$ cat src/rtl/connect_four_buttons_pkg.sv
// Shared types and default 25 MHz timing for the Connect Four button front end.
package connect_four_pkg;

  typedef enum logic [1:0] {
    IDLE   = 2'd0,
    DELAY  = 2'd1,
    REPEAT = 2'd2,
    LOCK   = 2'd3
  } move_state_t;

  localparam int DEBOUNCE_CYCLES_25M = 250_000;
  localparam int REPEAT_DELAY_25M    = 12_500_000;
  localparam int REPEAT_RATE_25M     = 3_125_000;
  localparam int CNT_W_DEFAULT       = 24;

endpackage

$ cat src/rtl/connect_four_buttons_if.sv
// Raw button inputs and conditioned command pulses between the board and the game core.
interface connect_four_buttons_if;
  logic btn_right;
  logic btn_left;
  logic btn_drop;
  logic move_right;
  logic move_left;
  logic drop_piece;

  modport master (output btn_right, btn_left, btn_drop,
                  input  move_right, move_left, drop_piece);
  modport slave  (input  btn_right, btn_left, btn_drop,
                  output move_right, move_left, drop_piece);
endinterface

$ cat src/rtl/connect_four_buttons_debounce.sv
// One button: 2-flop synchronizer, mismatch-count debounce, stable level and press pulse.
module button_debounce #(
  parameter int DEBOUNCE_CYCLES = 250_000,
  parameter int CNT_W           = 24
) (
  input  logic clk,
  input  logic rst_n,
  input  logic btn_i,
  output logic stable_o,
  output logic rise_o
);

  logic             sync1_q, sync2_q;
  logic             stable_q, stable_d;
  logic             rise_q, rise_d;
  logic [CNT_W-1:0] cnt_q, cnt_d;
  logic             accept;

  // Final mismatch sample of a full run: commit the new level this cycle.
  assign accept = (sync2_q != stable_q) && (cnt_q == CNT_W'(DEBOUNCE_CYCLES - 1));

  always_comb begin
    cnt_d    = '0;
    stable_d = stable_q;
    rise_d   = 1'b0;
    if (accept) begin
      stable_d = sync2_q;
      rise_d   = sync2_q;
    end else if (sync2_q != stable_q) begin
      cnt_d = cnt_q + CNT_W'(1);
    end
  end

  always_ff @(posedge clk or negedge rst_n) begin
    if (!rst_n) begin
      sync1_q  <= 1'b0;
      sync2_q  <= 1'b0;
      stable_q <= 1'b0;
      rise_q   <= 1'b0;
      cnt_q    <= '0;
    end else begin
      sync1_q  <= btn_i;
      sync2_q  <= sync1_q;
      stable_q <= stable_d;
      rise_q   <= rise_d;
      cnt_q    <= cnt_d;
    end
  end

  assign stable_o = stable_q;
  assign rise_o   = rise_q;

endmodule

$ cat src/rtl/connect_four_buttons.sv
// Button front end: debounces three buttons, auto-repeats left/right, emits one command pulse per clock.
module connect_four_buttons
  import connect_four_pkg::*;
#(
  parameter int DEBOUNCE_CYCLES = DEBOUNCE_CYCLES_25M,
  parameter int REPEAT_DELAY    = REPEAT_DELAY_25M,
  parameter int REPEAT_RATE     = REPEAT_RATE_25M,
  parameter int CNT_W           = CNT_W_DEFAULT
) (
  input  logic                   clk_25MHz,
  input  logic                   rst_n,
  connect_four_buttons_if.slave  bus
);

  logic stab_r, stab_l, stab_d;
  logic rise_r, rise_l, rise_d;

  button_debounce #(.DEBOUNCE_CYCLES(DEBOUNCE_CYCLES), .CNT_W(CNT_W)) u_db_right (
    .clk(clk_25MHz), .rst_n(rst_n), .btn_i(bus.btn_right), .stable_o(stab_r), .rise_o(rise_r));
  button_debounce #(.DEBOUNCE_CYCLES(DEBOUNCE_CYCLES), .CNT_W(CNT_W)) u_db_left (
    .clk(clk_25MHz), .rst_n(rst_n), .btn_i(bus.btn_left), .stable_o(stab_l), .rise_o(rise_l));
  button_debounce #(.DEBOUNCE_CYCLES(DEBOUNCE_CYCLES), .CNT_W(CNT_W)) u_db_drop (
    .clk(clk_25MHz), .rst_n(rst_n), .btn_i(bus.btn_drop), .stable_o(stab_d), .rise_o(rise_d));

  move_state_t      state_q, state_d;
  logic [CNT_W-1:0] timer_q, timer_d;
  logic             dir_left_q, dir_left_d;
  logic             pending_q, pending_d;
  logic             move_right_q, move_left_q, drop_piece_q;
  logic             mv_r, mv_l, drop_out;
  logic             held, other, drop_req;

  always_comb begin
    state_d    = state_q;
    timer_d    = timer_q;
    dir_left_d = dir_left_q;
    mv_r       = 1'b0;
    mv_l       = 1'b0;
    held       = dir_left_q ? stab_l : stab_r;
    other      = dir_left_q ? stab_r : stab_l;
    case (state_q)
      IDLE: begin
        if (stab_l && stab_r) begin
          state_d = LOCK;
        end else if (rise_l || rise_r) begin
          mv_l       = rise_l;
          mv_r       = rise_r;
          dir_left_d = rise_l;
          timer_d    = CNT_W'(REPEAT_DELAY);
          state_d    = DELAY;
        end
      end
      DELAY, REPEAT: begin
        if (!held) begin
          state_d = IDLE;
        end else if (other) begin
          state_d = LOCK;
        end else if (timer_q == CNT_W'(1)) begin
          mv_l    = dir_left_q;
          mv_r    = !dir_left_q;
          timer_d = CNT_W'(REPEAT_RATE);
          state_d = REPEAT;
        end else begin
          timer_d = timer_q - CNT_W'(1);
        end
      end
      LOCK: begin
        if (!stab_l && !stab_r) state_d = IDLE;
      end
      default: state_d = IDLE;
    endcase

    // A move wins the cycle; a colliding drop waits one clock in the pending flag.
    drop_req  = rise_d || pending_q;
    pending_d = (mv_l || mv_r) && drop_req;
    drop_out  = !(mv_l || mv_r) && drop_req;
  end

  always_ff @(posedge clk_25MHz or negedge rst_n) begin
    if (!rst_n) begin
      state_q      <= IDLE;
      timer_q      <= '0;
      dir_left_q   <= 1'b0;
      pending_q    <= 1'b0;
      move_right_q <= 1'b0;
      move_left_q  <= 1'b0;
      drop_piece_q <= 1'b0;
    end else begin
      state_q      <= state_d;
      timer_q      <= timer_d;
      dir_left_q   <= dir_left_d;
      pending_q    <= pending_d;
      move_right_q <= mv_r;
      move_left_q  <= mv_l;
      drop_piece_q <= drop_out;
    end
  end

  assign bus.move_right = move_right_q;
  assign bus.move_left  = move_left_q;
  assign bus.drop_piece = drop_piece_q;

endmodule

$ cat src/flat_wrapper.sv
// flat-port wrapper written by rule: the top's interface ports become plain ports
module connect_four_buttons_flat import connect_four_pkg::*;
#(
  parameter int DEBOUNCE_CYCLES = DEBOUNCE_CYCLES_25M,
  parameter int REPEAT_DELAY    = REPEAT_DELAY_25M,
  parameter int REPEAT_RATE     = REPEAT_RATE_25M,
  parameter int CNT_W           = CNT_W_DEFAULT
)
  (clk_25MHz, rst_n, bus_btn_right, bus_btn_left, bus_btn_drop, bus_move_right, bus_move_left, bus_drop_piece);
  connect_four_buttons_if bus_i ();
  input  logic clk_25MHz;
  input  logic rst_n;
  input wire logic [$bits(bus_i.btn_right)-1:0] bus_btn_right;
  input wire logic [$bits(bus_i.btn_left)-1:0] bus_btn_left;
  input wire logic [$bits(bus_i.btn_drop)-1:0] bus_btn_drop;
  output wire logic [$bits(bus_i.move_right)-1:0] bus_move_right;
  output wire logic [$bits(bus_i.move_left)-1:0] bus_move_left;
  output wire logic [$bits(bus_i.drop_piece)-1:0] bus_drop_piece;
  assign bus_i.btn_right = bus_btn_right;
  assign bus_i.btn_left = bus_btn_left;
  assign bus_i.btn_drop = bus_btn_drop;
  assign bus_move_right = bus_i.move_right;
  assign bus_move_left = bus_i.move_left;
  assign bus_drop_piece = bus_i.drop_piece;
  connect_four_buttons #(.DEBOUNCE_CYCLES(DEBOUNCE_CYCLES), .REPEAT_DELAY(REPEAT_DELAY), .REPEAT_RATE(REPEAT_RATE), .CNT_W(CNT_W)) u_core (.clk_25MHz(clk_25MHz), .rst_n(rst_n), .bus(bus_i));
endmodule
$ cat config.mk
export PLATFORM = sky130hd
export DESIGN_NAME = connect_four_buttons_flat
export DESIGN_NICKNAME = d
export VERILOG_FILES = /design/src/rtl/connect_four_buttons_pkg.sv /design/src/rtl/connect_four_buttons_if.sv /design/src/rtl/connect_four_buttons_debounce.sv /design/src/rtl/connect_four_buttons.sv /design/src/flat_wrapper.sv
export SDC_FILE = /design/constraint.sdc
export NUM_CORES = 1
export LEC_CHECK = 0
export ABC_AREA = 1
export CAP_MARGIN = 20
export CORE_UTILIZATION = 38
export CTS_BUF_LIST = sky130_fd_sc_hd__clkbuf_16
export CTS_CLUSTER_DIAMETER = 120
export DETAILED_ROUTE_END_ITERATION = 8
export SLEW_MARGIN = 10
export SYNTH_ARGS = -nofsm -noshare
export SYNTH_HDL_FRONTEND = slang
export SYNTH_SLANG_ARGS = --single-unit
$ cat constraint.sdc
create_clock -name clk_25MHz -period 1.71 [get_ports clk_25MHz]
set_clock_uncertainty 0.05 [all_clocks]
set_input_delay 0.513 -clock clk_25MHz [delete_from_list [all_inputs] [get_ports clk_25MHz]]
set_output_delay 0.513 -clock clk_25MHz [all_outputs]
set_load 0.1 [all_outputs]
# After elaboration in Yosys (flattened, before gate mapping)
# Cells that the tools add are included.
[classes]
n_mux = 36
n_reduce_logical = 20
n_addsub = 4
bitwise_logic = 1
n_eq_ne = 17
[op_table]
columns = ["operator", "n"]
rows = [
  ["$mux W24", 11],
  ["$add A24 B1 Y24 const B", 3],
  ["$eq A24 B18 Y1 const B", 3],
  ["$pmux W24 S2", 1],
  ["$eq A24 B1 Y1 const B", 1],
  ["$sub A24 B1 Y24 const B", 1],
  ["$mux W1", 15],
  ["$mux W2", 6],
  ["$logic_and A1 B1 Y1", 7],
  ["$ne A2 B1 Y1 const B", 3],
  ["$pmux W2 S3", 1],
  ["$reduce_and A3 Y1", 2],
  ["$reduce_and A5 Y1", 1],
  ["$eq A2 B2 Y1 const B", 2],
  ["$logic_not A1 Y1", 4],
  ["$ne A2 B2 Y1 const B", 2],
  ["$ne A4 B4 Y1 const B", 1],
  ["$pmux W1 S2", 2],
  ["$logic_or A1 B1 Y1", 3],
  ["$ne A1 B1 Y1", 3],
  ["$ne A3 B1 Y1 const B", 1],
  ["$eq A2 B1 Y1 const B", 1],
  ["$logic_not A2 Y1", 1],
  ["$reduce_bool A2 Y1", 1],
  ["2 further kinds", 2],
]
[word_totals]
register_bits = 115
elab_cells = 100
inputBits = 5
out_inout_bits = 3

# Longest topological paths before layout
[depth]
depth_word = 8
depth_mapped = 11

# Modules after synthesis
# From an unflattened synthesis, not the netlist that was laid out.
[unflattened]
cells_unflattened = 1015
hier_area_um2 = 7254.5
[by_module_without_submodules]
columns = ["module", "n_inst", "area_each_um2", "seq_area_each_um2", "cells_per_inst"]
rows = [
  ["button_debounce", 3, 1740.4, 700.7, 242],
  ["connect_four_buttons", 1, 2033.2, 775.7, 289],
]

# Worst setup path before layout
# Ideal clock, no wire load.
[synth_timing]
path_kind = "register -> register"
startpoint = "register u_core.state_q[0]"
endpoint = "register u_core.timer_q[12]"
synth_period_minus_slack_ns = 1.613
t_arrival_ns = 1.446
required_time_ns = 1.543
stages_incl_launch_ff = 11
path_slack_ns = 0.097
setup_ns = 0.117
path_cell_list = "dfrtp_1 inv_1 ha_1 clkbuf_2 nand3_2 nand2_4 buf_6 nor2_8 nand2_1 o21ai_1 inv_1"
[synth_between]
elab_chain_len = 4
elab_cells_between_ends = 11
classes_between = "eq/ne: 6; mux: 1; reduce/logical: 4"
[synth_lines]
columns = ["element", "line_no", "text"]
rows = [
  ["start, declared", "connect_four_buttons.sv:25", "move_state_t state_q, state_d;"],
  ["start signal, assigned", "connect_four_buttons.sv:89", "state_q <= state_d;"],
  ["$eq A2 B1 Y1 / $eq A2 B2 Y1 (equally long branches)", "connect_four_buttons.sv:41", "case (state_q)"],
  ["$reduce_or A2 Y1", "connect_four_buttons.sv:41", ""],
  ["$ne A2 B1 Y1 (no source line) (tied with other cells)", "-", ""],
  ["$reduce_and A5 Y1 (no source line)", "-", ""],
  ["end signal, assigned", "connect_four_buttons.sv:90", "timer_q <= timer_d;"],
  ["end, declared", "connect_four_buttons.sv:26", "logic [CNT_W-1:0] timer_q, timer_d;"],
]
# Parallel ways exist; a longest one is shown, timed or not.
# A chain may end at the register's enable or synchronous reset.

# Worst setup path in the final report
[layout_timing]
startpoint = "register u_core.state_q[1]"
endpoint = "register u_core.timer_q[12]"
# Same word-level chain as after synthesis.

==> summary.txt <==
Die
  • Rows: 48
  • I/O pin cnt: 8
  • Die span in y: 135 um
  • Core ar.: 17300 sq um
  • Die area: 18300 sq um
  • Die width: 135 um
  • Initial core utilization: 39.0%

Final layout
  • Commonest cells after routing, fill and taps aside: nand2_1 (206), nor2_1 (170), dfrtp_1 (113), inv_1 (102), buf_4 (66)
  • Total area of sequential cells: 2880 sq um
  • Fin area: 8540 sq um
  • Nets@finish: 1018
  • Filler Cell Count: 1658
  • Multi-input gate area: 3570 sq um
  • ANT cells: 0
  • Commonest non-fill, non-tap cell in the layout: nand2_1
  • Area Growth Syn to Fin: 26.5%
  • Share of layout cells above drive strength 1: 20.3%

Placed design
  • Area after DPL: 7540 sq um
  • Final GP Congestion: 0.887
  • Dpl hpwl: 11.9 mm
  • Port Buffers: 7

Route
  • Wirelength, routed: 16.7 mm
  • Pre-antenna DRT Iters: 5
  • DRC violations left: 0
  • Iter 0 DRT Violations: 397
  • Antenna-violating nets left: 0
  • Number of vias per cell: 4.91
  • DR WL/cell: 13.5 um
  • Via count: 6107

Synthesis
  • Sequential area share after synthesis: 42.6%
  • Ranking of synthesized cells by area: dfrtp_1 (43%), nand2_1 (12%), nor2_1 (10%)
  • Post-synthesis net count: 924
  • Avg Cell Area, Syn: 7.41 sq um
  • Mapped Cells: 911
  • Post-synth top area share: 42.6%
  • Synth area leader: dfrtp_1
  • Synth cell types: 48
  • YS warnings: 0
  • Async SR Flop Fraction: 100%
  • Syn Std Cell Area: 6750 sq um
  • Ys flop type: dfrtp_1
  • Post-synth EDFFs: 0
  • Register bit total from synthesis: 115

CTS
  • TritonCTS Sinks: 115
  • CTS root buf: clkbuf_16
  • # H-tree levels: 4
  • CTS tree: done
  • Num CTS Buffers: 17
  • Clock latency on the worst-skew pair: 0.42 ns
  • Max clock buf depth: 2
  • Clk pin slew, worst setup/hold paths: 0.06 ns

Timing
  • Slew Limit Fails: 0
  • Hold_ws: 0.306 ns
  • Final setup margin: -0.0207 ns
  • Period utilisation layout: 101%
  • Min Tclk post-route: 1.73 ns
  • Worst-margin pin slew: 0.431 ns
  • Final setup fails: 1
  • Final hold violations: 0
  • Worst slew margin: 71.1%
  • RSZ-0062 raised after global routing: yes
  • Fmax: 0.578 GHz

Global routing
  • First-pass GRT wire length: 27.7 mm
  • Initial antenna violation count: 0
  • All-layer global routing usage: 19.2%
  • Largest net degree at the start of global routing: 27
  • Total gr overflow: 0
  • Vias in the first global route: 5869

Worst setup path
  • CP required: 2.02 ns
  • Critical path data arrival time: 2.04 ns
  • Worst setup EP type: flip-flop
  • CP startpoint kind: flip-flop
  • WS Path Type: reg2reg
  • Crit Path Max Fanout: 5

Power and ir drop
  • Max VDD drop: 0.733 mV
  • Power Density: 769 nW/um^2
  • Static leakage: 4.04 nW

Status
  • Outcome: finished, violations left
  • Failing checks: negative setup slack

Flow run
  • Max cap viols: 0

Hold path
  • Hold Path Class: reg2reg
[per-stage QoR]
stage	util [%]	std cells	setup slack [ns]	power (mW)	setup TNS, ns
4_1_cts	47.2	1223	0.0196	6.63	0
3_3_place_gp	43.6	1189	0.00303	3.00	0
5_1_grt	49.4	1243	-0.134	6.80	-0.837
3_5_place_dp	43.6	1189	-0.0547	3.00	-0.133
6_report	49.4	1243	-0.0207	6.57	-0.0207
2_1_floorplan	-	911	0.0970	2.88	0
[area by class of cell]
type,instances,area share (%)
inverter,116,5.30
clock buffer,17,4.98
tap,225,3.30
sequential,115,33.7
timing repair buffer,82,8.88
multi-input combinational,673,41.8
clock inverter,15,1.99
[sequential cells by signal, indices dropped and copies added (netlist names), 2 cells and up]
register / count
u_core.timer_q: 24
u_core.u_db_drop.cnt_q: 24
u_core.u_db_left.cnt_q: 24
u_core.u_db_right.cnt_q: 24
u_core.state_q: 2
[cells by family (layout without fill, tap and decap cells)]
logic type | count (synthesis) | count (layout) | synth area share (%)
AND/OR/NAND/NOR | 584 | 585 | 39.7
flip-flops | 115 | 115 | 42.6
XOR/XNOR | 31 | 31 | 4.52
AO/OA/AOI/OAI | 49 | 49 | 4.26
buffers and inverters | 124 | 230 | 7.41
adder cells (fa/ha/maj) | 8 | 8 | 1.48
[routing by layer]
layer,wire (um),share of wire (%),GRT usage (%),vias to the layer above
li1,-,-,-,3117
met1,7930,47,25.5,2845
met2,7970,48,31.2,120
met3,610,3.6,4.38,25
met4,228,1.4,5.74,0
met5,0,0,0,-
[synth_stat cells (4+ instances only)]
library cell  number
buf_6              4
dfrtp_1          115
nor2_2            11
nor3_1            37
nand2_2            4
inv_2              7
nor2_4             6
nand3_1           67
nand2_4            4
inv_1            107
o21ai_0           16
nand4_1           27
xor2_1            22
or2_2              5
xnor2_1            6
ha_1               8
nand3_2            5
nand2_1          214
nor2_1           180
a31oi_1            6
o21ai_1            4
a21oi_1           12
nor3b_1            5
[critical path, stage by stage, from the launching register on]
cell,delay [ns]
dfrtp_1,0.38
inv_2,0.06
ha_4,0.17
nand3_2,0.09
nand2_2,0.07
nor2_4,0.12
nand2_4,0.12
buf_6,0.14
clkbuf_16,0.14
a21oi_1,0.16
o21ai_1,0.09
inv_1,0.06
[repair_timing]
action,in CTS,in global routing
hold buffers,1,0
endpoints found under the setup margin,6,53
pin swaps,3,21
setup buffers,0,19
gates cloned,1,1
hold endpoints to repair,11,0
resized for setup,4,64
[path summary, 6_finish.rpt]
| check | start | to | slack (ns) | cells after the start |
|---|---|---|---|---|
| hold / removal | u_core.u_db_left.sync1_q | u_core.u_db_left.sync2_q | 0.31 | 0 |
| hold reg to reg | u_core.u_db_left.sync1_q | u_core.u_db_left.sync2_q | 0.31 | 0 |
| setup / recovery | u_core.state_q[1] | u_core.timer_q[12] | -0.02 | 11 |
| min in group asynchronous | rst_n | u_core.u_db_left.cnt_q[7] | 0.48 | 2 |
| max in group asynchronous | rst_n | u_core.timer_q[18] | 0.65 | 3 |
| setup reg to reg | u_core.state_q[1] | u_core.timer_q[12] | -0.02 | 11 |
[where the power goes]
group	internal (mW)	total, mW	switching [mW]	leakage (nW)
registers	2.75	2.77	0.0193	1.58
clock network	2.27	3.61	1.33	0.297
logic	0.0716	0.194	0.122	2.16
Note: power is estimated with default switching activity, not from simulation.
